==> src/rtl/wb_pkg.sv <==
// Shared encodings for the writeback stage: result-source select and load size.
package wb_pkg;

  typedef logic [1:0] wb_sel_t;

  localparam wb_sel_t WB_SEL_MEM = 2'b00;
  localparam wb_sel_t WB_SEL_ALU = 2'b01;
  localparam wb_sel_t WB_SEL_PC4 = 2'b10;
  localparam wb_sel_t WB_SEL_IMM = 2'b11;

  localparam logic [1:0] SZ_B = 2'b00;
  localparam logic [1:0] SZ_H = 2'b01;
  localparam logic [1:0] SZ_W = 2'b10;
  localparam logic [1:0] SZ_X = 2'b11;

endpackage

==> src/rtl/wb_load_ext.sv <==
// Load lane extraction, sign/zero extension and misalignment detect. Purely combinational.
module wb_load_ext
  import wb_pkg::*;
#(
  parameter int unsigned XLEN = 32
) (
  input  logic [XLEN-1:0] mem_data,
  input  logic [1:0]      size,
  input  logic            uns,
  input  logic [1:0]      addr_lo,
  output logic [XLEN-1:0] data,
  output logic            misalign
);

  logic [7:0]  byte_v;
  logic [15:0] half_v;
  logic [31:0] word_v;

  // Select the addressed lane, then widen it to XLEN.
  always_comb begin
    byte_v   = mem_data[{addr_lo, 3'b000} +: 8];
    // Halfword lane comes from addr_lo[1] only; addr_lo[0] is ignored for data.
    half_v   = mem_data[{addr_lo[1], 4'b0000} +: 16];
    word_v   = mem_data[31:0];
    data     = mem_data;
    misalign = 1'b0;
    unique case (size)
      SZ_B: begin
        data = uns ? XLEN'(byte_v) : XLEN'($signed(byte_v));
      end
      SZ_H: begin
        data     = uns ? XLEN'(half_v) : XLEN'($signed(half_v));
        misalign = addr_lo[0];
      end
      SZ_W: begin
        // With XLEN=32 both casts are identity, so extension has no effect.
        data     = uns ? XLEN'(word_v) : XLEN'($signed(word_v));
        misalign = (addr_lo != 2'b00);
      end
      SZ_X: begin
        data     = mem_data;
        misalign = (addr_lo != 2'b00);
      end
      default: ;
    endcase
  end

endmodule

==> src/rtl/wb_stage.sv <==
// Registered writeback stage: source mux, one-entry pipeline register, retire counter.
// Build option WB_LOAD_EXT_EN enables load extraction/extension and err_misalign.
module wb_stage
  import wb_pkg::*;
#(
  parameter int unsigned XLEN  = 32,
  parameter int unsigned RA_W  = 5,
  parameter int unsigned CNT_W = 32
) (
  input  logic             clk,
  input  logic             rst,
  input  logic             in_valid,
  output logic             in_ready,
  input  logic             stall,
  input  logic             flush,
  input  logic [1:0]       in_sel,
  input  logic             in_we,
  input  logic [RA_W-1:0]  in_rd,
  input  logic [XLEN-1:0]  in_mem_data,
  input  logic [XLEN-1:0]  in_alu,
  input  logic [XLEN-1:0]  in_pc4,
  input  logic [XLEN-1:0]  in_imm,
  input  logic [1:0]       in_size,
  input  logic             in_unsigned,
  input  logic [1:0]       in_addr_lo,
  output logic             rf_we,
  output logic [RA_W-1:0]  rf_waddr,
  output logic [XLEN-1:0]  rf_wdata,
  output logic             err_misalign,
  output logic [CNT_W-1:0] retire_cnt
);

  logic             capture;
  logic [XLEN-1:0]  ld_data;
  logic             ld_misalign;
  logic [XLEN-1:0]  sel_data;
  logic             sel_misalign;

  logic             valid_q;
  logic             we_q;
  logic [RA_W-1:0]  rd_q;
  logic [XLEN-1:0]  data_q;
  logic             mis_q;
  logic [CNT_W-1:0] cnt_q;

  assign in_ready = !stall;
  // A flushed handshake still completes upstream but never enters the register.
  assign capture  = in_valid && in_ready && !flush;

`ifdef WB_LOAD_EXT_EN
  wb_load_ext #(
    .XLEN(XLEN)
  ) u_load_ext (
    .mem_data(in_mem_data),
    .size    (in_size),
    .uns     (in_unsigned),
    .addr_lo (in_addr_lo),
    .data    (ld_data),
    .misalign(ld_misalign)
  );
`else
  assign ld_data     = in_mem_data;
  // Load-shape inputs are unused here; the AND folds to a constant 0.
  assign ld_misalign = 1'b0 & (^{in_size, in_unsigned, in_addr_lo});
`endif

  // Result-source mux; misalign only matters for memory loads.
  always_comb begin
    sel_data     = ld_data;
    sel_misalign = 1'b0;
    unique case (wb_sel_t'(in_sel))
      WB_SEL_MEM: begin
        sel_data     = ld_data;
        sel_misalign = ld_misalign;
      end
      WB_SEL_ALU: sel_data = in_alu;
      WB_SEL_PC4: sel_data = in_pc4;
      WB_SEL_IMM: sel_data = in_imm;
      default: ;
    endcase
  end

  // Pipeline register and retire counter; the entry lives for exactly one cycle.
  always_ff @(posedge clk) begin
    if (rst) begin
      valid_q <= 1'b0;
      we_q    <= 1'b0;
      rd_q    <= '0;
      data_q  <= '0;
      mis_q   <= 1'b0;
      cnt_q   <= '0;
    end else begin
      valid_q <= capture;
      mis_q   <= capture && sel_misalign;
      if (capture) begin
        we_q   <= in_we;
        rd_q   <= in_rd;
        data_q <= sel_data;
        cnt_q  <= cnt_q + CNT_W'(1);
      end
    end
  end

  // x0 writes are dropped here, but the instruction has already retired.
  assign rf_we        = valid_q && we_q && (rd_q != '0);
  assign rf_waddr     = rd_q;
  assign rf_wdata     = data_q;
  assign err_misalign = mis_q;
  assign retire_cnt   = cnt_q;

endmodule
==> config.mk <==
export PLATFORM = sky130hd
export DESIGN_NAME = wb_stage
export DESIGN_NICKNAME = d
export VERILOG_FILES = /design/src/rtl/wb_pkg.sv /design/src/rtl/wb_load_ext.sv /design/src/rtl/wb_stage.sv
export SDC_FILE = /design/constraint.sdc
export NUM_CORES = 1
export LEC_CHECK = 0
export BUFFER_PORTS_ARGS = -buffer_cell sky130_fd_sc_hd__buf_4
export CORE_UTILIZATION = 40
export DETAILED_ROUTE_END_ITERATION = 7
export PLACE_DENSITY = 0.74
export SLEW_MARGIN = 0
export SYNTH_ARGS = -nofsm -noshare
export SYNTH_HDL_FRONTEND = slang
export SYNTH_HIERARCHICAL = 1
export SYNTH_SLANG_ARGS = --single-unit
export TNS_END_PERCENT = 100
==> constraint.sdc <==
create_clock -name clk -period 2.15 [get_ports clk]
set_input_delay 0.215 -clock clk [delete_from_list [all_inputs] [get_ports clk]]
set_output_delay 0.215 -clock clk [all_outputs]
set_load 0.02 [all_outputs]
==> flow_metrics.py <==
metrics = {
    "run_status": {
        "violations": "DRC",
        "status": "finished, violations left",
    },
    "finish": {
        "n_fill_cell": 761,
        "nets": 754,
        "antenna_cells": 0,
        "stdcell_count": 720,
        "drive_gt1_share_pct": 45.9,
        "design_area_sq_mm": 0.00554,
        "syn_to_final_growth_pct": 51.6,
        "final_core_util_pct": 63.0,
    },
    "logic_synthesis": {
        "muxShareOfSynthArea_pct": 20.0,
        "avgSynthCellArea_sq_um": 9.19,
        "ys_types": 36,
        "yosysSeqAreaShare_pct": 38.9,
        "synth_xor_area_share_pct": 1.92,
        "ys_warn_count": 6,
        "synth-seq-cells": 71,
        "synth_top_family_by_area": "simple AND/OR/NAND/NOR gates",
        "synthAdderAreaFrac_pct": 0.342,
        "synth_cells": 398,
        "syn-cell-area_sq_mm": 0.00366,
        "synthesis.nets": 545,
        "synth_compound_area_share_pct": 12.8,
        "synthSimpleGateAreaFrac_pct": 21.8,
    },
    "worst_setup_path": {
        "reg2reg_to": "retire_cnt[31]$_SDFFE_PP0P_",
        "cp_data_arrival_time_ps": 2330,
        "crit_fanout": 8,
        "r2r-start": "retire_cnt[16]$_SDFFE_PP0P_",
        "rrSetupSlack_ps": 90,
        "critPathLaunchType": "register",
        "cp-end-kind": "register",
        "r2r.worst_path.cells": 4,
        "cp_data_required_time_ps": 2410,
        "crit_type": "register to register",
    },
    "global_routing": {
        "first_global_vias": 3727,
        "grt_overflow_total": 0,
        "grt_pass1_wl_mm": 18.1,
        "track_usage_pct": 23.7,
        "grt_max_degree": 48,
        "antenna_found_initial": 0,
    },
    "placement": {
        "placedCellCount": 704,
        "hpwl_mm": 8.81,
        "portBuffers": 211,
        "place_area_sq_mm": 0.00539,
        "gp_congestion": 0.822,
    },
    "floorplanning": {
        "die_y_um": 97.6,
        "coreArea_sq_mm": 0.00881,
        "fp-row-count": 34,
        "dieArea_sq_mm": 0.00953,
        "start_util_pct": 41.5,
        "io_pins": 218,
        "fp.dieW_um": 97.6,
    },
    "route": {
        "drtPass1Iterations": 6,
        "ant_nets": 0,
        "drc_errors": 14,
        "drtIter0Drc": 135,
        "routed_wl_mm": 11.3,
        "dr_total_vias": 3864,
        "wl_per_cell_um": 15.7,
        "drt-vias-per-instance": 5.37,
    },
    "timing": {
        "relSlewSlack_pct": 61.6,
        "tightest_slew_ps": 577,
        "setup_viol": 0,
        "fin_crit_ps": 2060,
        "finalCritPeriodShare_pct": 95.9,
        "grt_setup_unrepaired": "true",
        "slew_violations": 0,
        "final-hold-violation-count": 0,
        "whs_ps": 131,
        "fmax_mhz": 485,
        "clock_skew_ps": 10.5,
    },
    "power_and_ir_drop": {
        "vdd_ir_drop_max_uv": 316,
        "power_density_mw_per_mm2": 493,
        "leakage_nw": 2.30,
    },
    "clock_tree": {
        "cts_resized": 0,
        "clock_path_buffers": 2,
        "cts_sinks": 71,
        "cts.root.buffer_cell": "clkbuf_8",
        "cts_setup_buffers": 0,
        "cts_tree": "done",
        "cts-htree-levels": 3,
        "cts_buffers": 9,
        "clkTransAtPathRegs_ps": 80,
        "cts_hold_buffers": 0,
        "clk_latency_ps": 330,
    },
    "min_path": {
        "min_from": "in_rd[3]",
        "hold_depth": 3,
        "hold_end": "rf_waddr[3]$_SDFFE_PP0P_",
        "worst_hold_path_type": "primary input to register",
    },
    "job": {
        "cap_violations": 0,
    },
}
-- flip-flops by register name, indices dropped and copies added, names as in the netlist --
| signal | count |
|---|---|
| rf_wdata | 32 |
| we_q | 1 |
| valid_q | 1 |
| retire_cnt | 32 |
| rf_waddr | 5 |
-- metrics by stage --
stage	setup WS, ps	setup TNS, ps	total power [mW]
2_1_floorplan	42.1	0	1.62
3_3_place_gp	35.0	0	1.88
3_5_place_dp	-23.4	-23.4	1.90
4_1_cts	37.7	0	2.77
5_1_grt	-28.2	-48.0	2.86
6_report	88.3	0	2.73
-- synthesized netlist by cell type, drive strengths merged --
cell    number  area [sq um]
a21oi       60           300
and3         3          18.8
and4         4          35.0
buf          9          47.6
clkbuf      22          82.6
conb         1          3.75
dfxtp       71          1420
ha           1          12.5
inv          5          18.8
mux2         1          11.3
mux4        32           721
nand2       90           338
nand3       11          55.1
nand4        9          56.3
nor2        11          41.3
nor2b        1          6.26
nor3         4          20.0
nor3b        1          7.51
nor4         1          6.26
o21ai        8          40.0
o21ba        1          10.0
o311a        1          10.0
o31a         1          8.76
o31ai       11          82.6
o41ai        2          17.5
or2          1          6.26
or3         10          62.6
or3b         1          8.76
or4         15           116
or4b         2          20.0
xnor2        3          26.3
xor2         5          43.8
-- logic make-up (layout without fill, tap and decap cells) --
family,after synthesis,after routing
multiplexers,33,33
XOR/XNOR,8,8
AND/OR/NAND/NOR,164,164
AO/OA/AOI/OAI,84,84
buffers and inverters,36,250
flip-flops,71,71
adder cells (fa/ha/maj),1,1
other,1,1
-- layer usage --
metal | GRT usage [%] | vias to the layer above | part of all wire (%)
met4 | 5.36 | 0 | 0.69
met1 | 27.7 | 1831 | 38
met3 | 5.97 | 10 | 6.4
met2 | 43.3 | 144 | 55
li1 | - | 1879 | -
met5 | 0 | - | 0
-- layout make-up --
| class | instances | area, sq um | share of cell area [%] |
|---|---|---|---|
| well taps | 108 | 135 | 2.44 |
| clock inverters | 5 | 25.0 | 0.451 |
| inverters | 5 | 18.8 | 0.339 |
| repair buffers | 229 | 1720 | 31.0 |
| clock buffers | 11 | 131 | 2.37 |
| multi-input cells | 291 | 2090 | 37.7 |
| flip-flops and latches | 71 | 1420 | 25.7 |
-- how the worst max path moves through the flow --
stage,from,endpoint,cells past startpoint
2_1_floorplan,stall,retire_cnt[18]$_SDFFE_PP0P_,7
3_3_place_gp,stall,retire_cnt[28]$_SDFFE_PP0P_,5
3_5_place_dp,stall,retire_cnt[26]$_SDFFE_PP0P_,5
4_1_cts,retire_cnt[0]$_SDFFE_PP0P_,retire_cnt[26]$_SDFFE_PP0P_,5
5_1_grt,retire_cnt[16]$_SDFFE_PP0P_,retire_cnt[31]$_SDFFE_PP0P_,4
6_report,retire_cnt[16]$_SDFFE_PP0P_,retire_cnt[31]$_SDFFE_PP0P_,4
-- cell usage in the layout, fill, tap and decap left out, types with 2 or more instances in the layout --
cell | netlist | routed
xor2_1 | 5 | 5
dfxtp_2 | 0 | 2
buf_4 | 1 | 229
xnor2_1 | 3 | 3
and3_1 | 3 | 3
o31ai_1 | 11 | 11
or4_1 | 14 | 14
clkinv_2 | 0 | 5
nand2_1 | 90 | 90
o21ai_0 | 8 | 8
mux4_2 | 32 | 32
or4b_1 | 2 | 2
inv_1 | 5 | 5
o41ai_1 | 2 | 2
nor2_1 | 11 | 11
clkbuf_1 | 22 | 2
nand3_1 | 11 | 11
or3_1 | 10 | 10
nand4_1 | 9 | 9
nor3_1 | 4 | 4
clkbuf_8 | 0 | 9
a21oi_1 | 60 | 60
and4_1 | 4 | 4
dfxtp_1 | 71 | 69
-- critical path, cell delays in order (launching register included) --
cell and delay [ps]:
dfxtp_1 420, nand4_1 230, or4_1 710, or4_1 510, a21oi_1 140
-- power breakdown --
group          switching [mW]  internal (mW)
combinational           0.192          0.310
sequential             0.0159           1.34
clock                   0.462          0.410
Note: power is estimated with default switching activity, not from simulation.
